--- src/rtl/mux_sel_sequencer.sv ---
// Serializing driver for an 8:1 bit-select mux: latches a word on a start/ready
// handshake and steps the select through all eight bits. Build option: MUX_SEQ_MSB_FIRST_EN.
module mux_sel_sequencer #(
  parameter int unsigned BIT_CYCLES = 4
) (
  input  logic       clk,
  input  logic       rst,
  input  logic       start,
  input  logic       abort,
  input  logic [7:0] data_in,
  output logic       ready,
  output logic [7:0] I,
  output logic [2:0] S,
  output logic       valid,
  output logic       done
);

  localparam int unsigned DIV_W = (BIT_CYCLES > 1) ? $clog2(BIT_CYCLES) : 1;
  localparam logic [DIV_W-1:0] DIV_LAST = DIV_W'(BIT_CYCLES - 1);

`ifdef MUX_SEQ_MSB_FIRST_EN
  localparam logic [2:0] SEL_FIRST = 3'd7;
  localparam logic [2:0] SEL_LAST  = 3'd0;
`else
  localparam logic [2:0] SEL_FIRST = 3'd0;
  localparam logic [2:0] SEL_LAST  = 3'd7;
`endif

  typedef enum logic [1:0] {
    ST_IDLE = 2'd0,
    ST_RUN  = 2'd1,
    ST_DONE = 2'd2
  } state_e;

  function automatic logic [2:0] sel_step(input logic [2:0] sel);
`ifdef MUX_SEQ_MSB_FIRST_EN
    return sel - 3'd1;
`else
    return sel + 3'd1;
`endif
  endfunction

  state_e           state_q, state_d;
  logic [DIV_W-1:0] div_q, div_d;
  logic [2:0]       sel_q, sel_d;
  logic [7:0]       word_q, word_d;
  logic             ready_q, ready_d;
  logic             valid_q, valid_d;
  logic             done_q, done_d;

  // Next-state logic; abort outranks the divider/select step in RUN.
  always_comb begin
    state_d = state_q;
    div_d   = div_q;
    sel_d   = sel_q;
    word_d  = word_q;
    case (state_q)
      ST_IDLE: begin
        if (start) begin
          word_d  = data_in;
          sel_d   = SEL_FIRST;
          div_d   = '0;
          state_d = ST_RUN;
        end else begin
          state_d = ST_IDLE;
        end
      end
      ST_RUN: begin
        if (abort) begin
          state_d = ST_IDLE;
        end else if (div_q == DIV_LAST) begin
          if (sel_q == SEL_LAST) begin
            state_d = ST_DONE;
          end else begin
            sel_d = sel_step(sel_q);
            div_d = '0;
          end
        end else begin
          div_d = div_q + DIV_W'(1);
        end
      end
      ST_DONE: begin
        state_d = ST_IDLE;
      end
      default: begin
        state_d = ST_IDLE;
      end
    endcase
    // Status flags decode the next state so they come straight off flops.
    ready_d = (state_d == ST_IDLE);
    valid_d = (state_d == ST_RUN);
    done_d  = (state_d == ST_DONE);
  end

  always_ff @(posedge clk or posedge rst) begin
    if (rst) begin
      state_q <= ST_IDLE;
      div_q   <= '0;
      sel_q   <= SEL_FIRST;
      word_q  <= 8'h00;
      ready_q <= 1'b1;
      valid_q <= 1'b0;
      done_q  <= 1'b0;
    end else begin
      state_q <= state_d;
      div_q   <= div_d;
      sel_q   <= sel_d;
      word_q  <= word_d;
      ready_q <= ready_d;
      valid_q <= valid_d;
      done_q  <= done_d;
    end
  end

  assign ready = ready_q;
  assign valid = valid_q;
  assign done  = done_q;
  assign I     = word_q;
  assign S     = sel_q;

endmodule
--- config.mk ---
export PLATFORM = sky130hd
export DESIGN_NAME = mux_sel_sequencer
export DESIGN_NICKNAME = d
export VERILOG_FILES = /design/src/rtl/mux_sel_sequencer.sv
export SDC_FILE = /design/constraint.sdc
export NUM_CORES = 1
export LEC_CHECK = 0
export BUFFER_PORTS_ARGS = -buffer_cell sky130_fd_sc_hd__buf_2
export CAP_MARGIN = 30
export CORE_MARGIN = 5
export CORE_UTILIZATION = 48
export DETAILED_ROUTE_END_ITERATION = 12
export PLACE_DENSITY = 0.73
export REMOVE_ABC_BUFFERS = 1
export SYNTH_ARGS = -nofsm -noshare
export SYNTH_HDL_FRONTEND = slang
export SYNTH_SLANG_ARGS = --single-unit
--- constraint.sdc ---
create_clock -name clk -period 1.95 [get_ports clk]
set_input_delay 0.39 -clock clk [delete_from_list [all_inputs] [get_ports clk]]
set_output_delay 0.39 -clock clk [all_outputs]
set_load 0.1 [all_outputs]
Word-level counts from Yosys, hierarchy flattened. Cells that the tools add are included.

Output and inout port bits: 14. Word-level logic and storage cells: 40. Flip-flop bits (word level): 18. Bits of input ports: 12.

Add/sub/neg operators: 2. Muxes and demuxes: 15. Equality and inequality tests: 10. Reduce and logical (&&, ||, !) cells: 6.

Operator list (count): 2-to-1 mux 2 bit (7); 2-to-1 mux 3 bit (4); != test 2 bit (second input constant) (4); one-hot mux 2 bit (2 select lines) (2); one-hot mux 3 bit (2 select lines) (1); AND reduction 5 bit (1); == test 2 x 1 -> 1 bit (second input constant) (2); == test 2 bit (second input constant) (2); logical NOT 2 bit (2); AND reduction 4 bit (1); adder 3 x 1 -> 3 bit (second input constant) (1); == test 3 bit (second input constant) (1); != test 3 bit (second input constant) (1); adder 2 x 1 -> 2 bit (second input constant) (1); AND reduction 2 bit (1); nonzero test 2 bit (1); 2-to-1 mux 1 bit (1).

Depth between registers and ports, before layout. Gate-level depths: netlist (run 1).

Depth after elaboration: 6. Mapped depth: 5. Depth with buffers taken out: 5.

Worst setup path after synthesis (run 1). OpenSTA, ideal clock, no wires.

Kind: flip-flop to flip-flop. Start: reg sel_q[0] (netlist: S[0]). End: reg sel_q[2] (netlist: S[2]). Data required time: 1.824 ns. Stages on the path, launching flop included: 6. Buffers on the path: 0. Period minus slack after synthesis: 2.090 ns. Data arrival time: 1.964 ns. Setup time: 0.126 ns. Slack: -0.140 ns. Cells stage by stage: dfrtp_1 > ha_1 > ha_1 > nand4bb_2 > o211a_1 > a221o_1.

Longest elaborated chain between the ends: 5. Elaborated cells between the ends (all ways): 8. Classes of those cells: 1 x add/sub; 2 x eq/ne; 4 x mux; 1 x reduce/logical.

RTL lines: from (decl) (line 45) `logic [2:0] sel_q, sel_d;`; from (signal assigned) (line 107) `sel_q <= sel_d;`; adder 3 x 1 -> 3 bit (line 39) `return sel + 3'd1;`; 2-to-1 mux 3 bit (line 72) `if (sel_q == SEL_LAST) begin`; 2-to-1 mux 3 bit (line 71) `end else if (div_q == DIV_LAST) begin`; 2-to-1 mux 3 bit (line 69) `if (abort) begin`; one-hot mux 3 bit (2 select lines) (line 57) `case (state_q)`.

Several ways; a longest one is shown, not always the timed one. The select of a mux whose other input is x is not followed. A chain may end at the register's enable or synchronous reset.

Final worst setup path (run 1). Ends and elaborated chain as after synthesis.

==> results.toml, run 1 <==
[timing]
maxSlewHeadroom = 0.5675
skew_ps = 13.94
finalHoldViolations = 0
fin_crit_sh = 0.8565
setup_viol = 0
slew_viol_final = 0
fmax_mhz = 598.7
rsz0062_at_grt = "no"
tightestPinTransition_ps = 648.1
whs_ps = 166.6
min_period_ps = 1670

[finish]
stdcell_count = 109
n_antenna_cell = 0
finalNetCount = 108
fin_util = 0.5978
synthToLayoutAreaGrowth_pct = 19.91
final_area_um2 = 1010
drive_gt1_frac = 0.4457

[setup_path]
regToRegSetupSlack_ps = 280
worstPathArrival_ps = 1850
critical_path_class = "reg2reg"
regToRegStartpoint = "S[0]$_DFFE_PP0P_"
reg2reg_to = "S[2]$_DFFE_PP0P_"
r2r_cells = 5
start_kind = "flop"
crit_fanout = 5
critPathRequiredTime_ps = 2130
endpoint_kind = "flop"

[floorplan]
start_util = 0.4985
core_um2 = 1689
die_x_um = 51.89
pin_count = 26
die_area_um2 = 2692
row_count = 15
die_h_um = 51.89

[place]
dpl_cell_area_um2 = 983.4
port_buffers = 25
gp_congestion = 0.8817
placed_cells = 105
hpwl_um = 1127

[synth]
syn_area_per_cell_um2 = 13.16
ys_top_cells_by_area = "dfrtp_1 (51%), mux2_4 (14%), ha_1 (4.5%)"
synth_seq_cells = 18
synth_area_um2 = 842.1
ys_seq_area_frac = 0.5364
synthCells = 64
async_flop_share = 1.000
dominantRegCellSynth = "dfrtp_1"
synth_top_area_frac = 0.5052
synth.yosys.warnings = 0
synth_edf_count = 0
synth_cell_types = 26
yosysTopAreaCell = "dfrtp_1"

[cts]
cts_inserted_buffers = 3
max-clock-path-buffers = 2
postCtsHoldBufs = 0
cts_setup_buffers = 0
cts_sinks = 18
path_clk_slew_ps = 110
clock-root-buffer = "clkbuf_4"
cts_resized = 0
h-tree-depth = 1
clk_latency_ps = 290
cts_tree = "yes"

[outcome]
status = "completed"

[detailed_routing]
vias = 596
antenna_left = 0
firstDrtPassIters = 4
wl_um = 1552
first_iter_violations = 4
via_per_inst = 5.468
drc_errors = 0
post_drt_wl_per_cell_um = 14.24

[global_route]
grt_use_total = 0.1395
grt_max_degree = 19
grt_pass1_vias = 618
grt_pass1_wl_um = 2725
antenna_found_initial = 0
globalRouteOverflowTotal = 0

[power_and_ir_drop]
total_power_uw = 1301
p_per_area_nw_per_um2 = 1288
p_leak_uw = 0.0005435
vdd_drop_max_mv = 0.6315

[job]
cap_violations = 0

[worst_hold_path]
hold_path.class = "in2async"
registers in the layout, summed over array words and instances (netlist names):
signal   flops
state_q      2
div_q        2
done         1
S            3
ready        1
I            8
valid        1
cell families after synthesis:
group / share of synthesized area
flops: 0.5364
fa+ha+maj: 0.04458
simple gates: 0.1382
mux: 0.1427
compound gates: 0.1100
buf+inv: 0.02822
report_power, final:
part / internal (uW) / switching (uW) / total (uW) / leakage, uW
Clock: 79.4 / 109 / 188 / 0.0000150
Sequential: 447 / 47.6 / 494 / 0.000222
Combinational: 142 / 477 / 618 / 0.000306
Total: 668 / 633 / 1300 / 0.000543
how the worst max path moves through the flow:
stage                           from                to  slack [ps]  cells after the start
CTS                 S[0]$_DFFE_PP0P_  S[2]$_DFFE_PP0P_         280                      5
finish              S[0]$_DFFE_PP0P_  S[2]$_DFFE_PP0P_         280                      5
detailed placement  S[0]$_DFFE_PP0P_  S[2]$_DFFE_PP0P_         310                      5
floorplan           S[0]$_DFFE_PP0P_  S[2]$_DFFE_PP0P_        -140                      5
global placement    S[0]$_DFFE_PP0P_  S[1]$_DFFE_PP0P_         370                      5
global route        S[0]$_DFFE_PP0P_  S[2]$_DFFE_PP0P_         190                      5
placed cells by master, fill, tap and decap left out, drive strengths merged:
cell type  Yosys  final
a21oi          2      2
a221o          2      2
a31oi          2      2
and2           1      1
buf            1     25
clkbuf         0      4
dfrtp         17     17
dfstp          1      1
ha             3      3
inv            5      5
mux2           8      8
nand2          6      6
nand2b         2      2
nand3          1      1
nand4bb        1      1
nor2           2      2
nor2b          1      1
nor3           2      2
o211a          2      2
o211ai         1      1
o21ai          1      1
o221ai         1      1
o311ai         1      1
or3            1      1
per-stage QoR:
stage	TNS, ps	worst slack, ps
after floorplan	-366.8	-139.5
after global placement	0	369.8
after detailed placement	0	308.1
after CTS	0	277.4
after global routing	0	190.8
final	0	279.8
routing by layer:
layer	vias to the layer above	global-route usage	share of wire	wire, um
met5	-	0	0	0
met4	0	0.06114	0.0084	13
met3	4	0.04585	0.069	107
met2	20	0.2134	0.45	701
met1	286	0.1786	0.47	729
li1	286	-	-	-
area by class of cell:
cell class | count | area (um^2)
clock buffers | 4 | 26.28
fillers | 135 | 679.4
inverters | 5 | 18.77
multi-input cells | 40 | 366.6
flip-flops and latches | 18 | 451.7
well taps | 17 | 21.27
repair buffers | 25 | 125.1
cell usage after synthesis, drive strengths merged, types with 2 or more instances:
cell    number
dfrtp       17
nand2        6
a221o        2
o211a        2
a31oi        2
ha           3
mux2         8
nand2b       2
nor3         2
a21oi        2
nor2         2
inv          5
worst max-delay path: stages, from the launching register on:
cell and delay, ps:
dfrtp_1 430, ha_1 220, ha_1 200, nand4bb_2 270
o211a_1 170, a221o_1 270
No activity file was read; power rests on OpenSTA's default activity.
==> run 2: changes to the inputs <==
--- a/config.mk
+++ b/config.mk
@@ -10,7 +10,7 @@
 export CORE_MARGIN = 5
 export CORE_UTILIZATION = 48
 export DETAILED_ROUTE_END_ITERATION = 12
-export PLACE_DENSITY = 0.73
+export PLACE_DENSITY_LB_ADDON = 0.25
 export REMOVE_ABC_BUFFERS = 1
 export SYNTH_ARGS = -nofsm -noshare
 export SYNTH_HDL_FRONTEND = slang
==> results.toml, run 2 (same netlist as run 1, synthesis figures left out) <==
[cts]
cts_resized = 0
clk_latency_ps = 280
cts_sinks = 18
cts_tree = "yes"
path_clk_slew_ps = 100
cts_inserted_buffers = 3
cts_setup_buffers = 0
clock-root-buffer = "clkbuf_4"
postCtsHoldBufs = 0
h-tree-depth = 1
max-clock-path-buffers = 2

[finish]
synthToLayoutAreaGrowth_pct = 21.10
drive_gt1_frac = 0.4565
final_common_cell = "buf_2"
final_area_um2 = 1020
fillers = 144
layout_common_cells = "buf_2 (25), dfrtp_1 (17), mux2_4 (8)"
multi_input_area_um2 = 366.6
final-seq-area_um2 = 451.7
finalNetCount = 108
n_antenna_cell = 0
fin_util = 0.6037
largest_reg_flops = 8

[detailed_routing]
drc_errors = 0
post_drt_wl_per_cell_um = 14.88
vias = 606
antenna_left = 0
wl_um = 1622
via_per_inst = 5.560
first_iter_violations = 3
firstDrtPassIters = 4

[timing]
finalHoldViolations = 0
slew_viol_final = 0
min_period_ps = 1684
fmax_mhz = 593.8
tns_ps = 0
fin_crit_sh = 0.8636
skew_ps = 0.5173
setup_viol = 0
tightestPinTransition_ps = 648.0
rsz0062_at_grt = "no"
maxSlewHeadroom = 0.5675

[setup_path]
reg2reg_to = "S[1]$_DFFE_PP0P_"
cp.depth = 5
crit_end = "S[1]$_DFFE_PP0P_"
worstPathArrival_ps = 1850
critPathRequiredTime_ps = 2120
critPathSlowestCell = "dfrtp_1"
crit_start = "S[1]$_DFFE_PP0P_"
crit_path_frequent_cell = "ha_1"
endpoint_kind = "flop"
path_buf_inv = 0
r2r_cells = 5
start_kind = "flop"
crit_path_max_incr_delay_ps = 440
critical_path_class = "reg2reg"
regToRegSetupSlack_ps = 270
crit_fanout = 5
regToRegStartpoint = "S[1]$_DFFE_PP0P_"
worstPathCellList = "ha_1 > ha_1 > nand4bb_2 > o211a_1 > a221o_1"
cpLargestDelayFamily = "compound AO/OA/AOI/OAI gates"

[worst_hold_path]
hold_path.class = "in2async"

[place]
port_buffers = 25
gp_congestion = 0.7853
dpl_cell_area_um2 = 983.4
hpwl_um = 1218

[power_and_ir_drop]
p_leak_uw = 0.0005495
p_per_area_nw_per_um2 = 1314
vdd_drop_max_mv = 0.6053

[floorplan]
start_util = 0.4985
row_count = 15
die_h_um = 51.89
die_area_um2 = 2692
pin_count = 26
die_x_um = 51.89
core_um2 = 1689

[global_route]
antenna_found_initial = 0
grt_pass1_wl_um = 2739
grt_use_total = 0.1375
grt_max_degree = 19
grt_pass1_vias = 608
globalRouteOverflowTotal = 0

[outcome]
status = "completed"

[job]
cap_violations = 0
## run 2: worst register-to-register path, cell delays in order (launching register included)
cell       delay (ps)
dfrtp_1           440
ha_1              210
ha_1              190
nand4bb_2         280
o211a_1           170
a221o_1           280
## run 2: through the flow
step           power (uW)  cells  hold slack (ps)  setup WS [ps]
6_report             1340    109            180.3          266.0
5_1_grt              1412    109            231.3          181.6
4_1_cts              1351    109            198.0          282.4
3_5_place_dp         1127    105            487.6          293.3
3_3_place_gp         1114    105            482.9          371.6
2_1_floorplan        1024     63            327.8         -139.5
## run 2: power by group
group / internal [uW] / switching (uW)
clock network: 114 / 108
logic: 143 / 480
registers: 447 / 49.7
total: 703 / 637
## run 2: layer usage
layer | up-vias | global-route usage | routed length (um)
met3 | 6 | 0.02865 | 136
met5 | - | 0 | 0
met2 | 30 | 0.2071 | 669
met1 | 283 | 0.1740 | 765
li1 | 287 | - | -
met4 | 0 | 0.09607 | 51
## run 2: cell type report
type                    instances  area share
well taps                      17     0.02086
clock buffers                   4     0.03558
inverters                       5     0.01840
repair buffers                 25      0.1227
flip-flops and latches         18      0.4429
multi-input cells              40      0.3595
## run 2: worst min-delay path by stage
stage / startpoint / end / depth (start not counted)
after floorplan: rst / I[0]$_DFFE_PP0N_ / 1
after global placement: div_q[0]$_DFFE_PP0P_ / div_q[0]$_DFFE_PP0P_ / 1
after detailed placement: I[3]$_DFFE_PP0N_ / I[3]$_DFFE_PP0N_ / 1
after CTS: rst / I[1]$_DFFE_PP0N_ / 2
after global routing: rst / I[0]$_DFFE_PP0N_ / 2
final: rst / I[1]$_DFFE_PP0N_ / 2
==> run 3: changes to the inputs <==
--- a/config.mk
+++ b/config.mk
@@ -8,7 +8,7 @@
 export BUFFER_PORTS_ARGS = -buffer_cell sky130_fd_sc_hd__buf_2
 export CAP_MARGIN = 30
 export CORE_MARGIN = 5
-export CORE_UTILIZATION = 48
+export CORE_UTILIZATION = 35
 export DETAILED_ROUTE_END_ITERATION = 12
 export PLACE_DENSITY_LB_ADDON = 0.25
 export REMOVE_ABC_BUFFERS = 1
==> results.toml, run 3 (same netlist as run 1, synthesis figures left out) <==
[finish]
final_area_um2 = 1023
fin_util = 0.4539
stdcell_count = 120
layout_common_cells = "buf_2 (25), dfrtp_1 (17), mux2_4 (8)"
drive_gt1_frac = 0.4457
synthToLayoutAreaGrowth_pct = 21.55
fillers = 223
n_antenna_cell = 0
largest_reg_flops = 8
final_common_cell = "buf_2"
finalNetCount = 108

[timing]
skew_ps = 7.478
rsz0062_at_grt = "no"
maxSlewHeadroom = 0.5614
fin_crit_sh = 0.8494
setup_viol = 0
finalHoldViolations = 0
slew_viol_final = 0
whs_ps = 181.8
tightestPinTransition_ps = 657.1
min_period_ps = 1656
fmax_mhz = 603.8

[detailed_routing]
drc_errors = 0
wl_um = 1564
vias = 600
post_drt_wl_per_cell_um = 13.03
antenna_left = 0
first_iter_violations = 7
firstDrtPassIters = 2
via_per_inst = 5.000

[cts]
cts_setup_buffers = 0
cts_resized = 0
h-tree-depth = 1
cts_tree = "yes"
clk_latency_ps = 280
max-clock-path-buffers = 2
path_clk_slew_ps = 100
cts_sinks = 18
cts_inserted_buffers = 3
clock-root-buffer = "clkbuf_4"
postCtsHoldBufs = 0

[floorplan]
die_h_um = 59.05
pin_count = 26
die_x_um = 59.05
row_count = 17
start_util = 0.3735
core_um2 = 2255
die_area_um2 = 3487

[global_route]
grt_use_total = 0.09764
antenna_found_initial = 0
grt_pass1_vias = 581
globalRouteOverflowTotal = 0
grt_max_degree = 19
grt_pass1_wl_um = 2580

[setup_path]
start_kind = "flop"
reg2reg_to = "S[2]$_DFFE_PP0P_"
regToRegSetupSlack_ps = 290
critPathRequiredTime_ps = 2130
regToRegStartpoint = "S[0]$_DFFE_PP0P_"
endpoint_kind = "flop"
critical_path_class = "reg2reg"
crit_start = "S[0]$_DFFE_PP0P_"
crit_fanout = 5
r2r_cells = 5
worstPathArrival_ps = 1830

[power_and_ir_drop]
p_per_area_nw_per_um2 = 1262
vdd_drop_max_mv = 0.5505
p_leak_uw = 0.0005435

[place]
dpl_cell_area_um2 = 997.2
hpwl_um = 1198
placed_cells = 116
gp_congestion = 0.7639
port_buffers = 25

[worst_hold_path]
hold_path.class = "in2async"

[job]
cap_violations = 0

[outcome]
status = "completed"
-- run 3: through the flow --
stage	total power [uW]	setup slack, ps	setup TNS, ps
after global routing	1369	206.4	0
after floorplan	1024	-139.5	-366.8
after global placement	1118	362.4	0
after CTS	1314	280.8	0
final	1292	293.8	0
after detailed placement	1123	300.5	0
-- run 3: area by class of cell --
class                           count  area, um^2  area share
Sequential cell                    18       451.7      0.4413
Multi-Input combinational cell     40       366.6      0.3582
Timing Repair Buffer               25       125.1      0.1222
Tap cell                           28       35.03     0.03423
Clock buffer                        4       26.28     0.02567
Inverter                            5       18.77     0.01834
-- run 3: how the worst max path moves through the flow --
stage	end	slack [ps]	depth (start not counted)
2_1_floorplan	S[2]$_DFFE_PP0P_	-140	5
3_3_place_gp	S[1]$_DFFE_PP0P_	360	5
3_5_place_dp	S[1]$_DFFE_PP0P_	300	5
4_1_cts	S[2]$_DFFE_PP0P_	280	5
5_1_grt	S[1]$_DFFE_PP0P_	210	5
6_report	S[2]$_DFFE_PP0P_	290	5
-- run 3: worst max-delay path, stage by stage, from the launching register on --
cell and delay, ps:
dfrtp_1 420, ha_1 220, ha_1 200, nand4bb_2 280, o211a_1 170, a221o_1 250
-- run 3: power breakdown --
group	leakage [uW]	switching, uW	internal (uW)	total [uW]
Clock	0.0000150	104	79.3	183
Sequential	0.000222	48.5	447	495
Combinational	0.000306	473	141	614
Total	0.000543	625	667	1290
-- run 3: layer usage --
metal,vias to the layer above,global-route usage,part of all wire
met1,288,0.1289,0.46
met4,0,0.03883,0
met5,-,0,0
met3,0,0.03050,0.11
met2,21,0.1483,0.43
li1,291,-,-
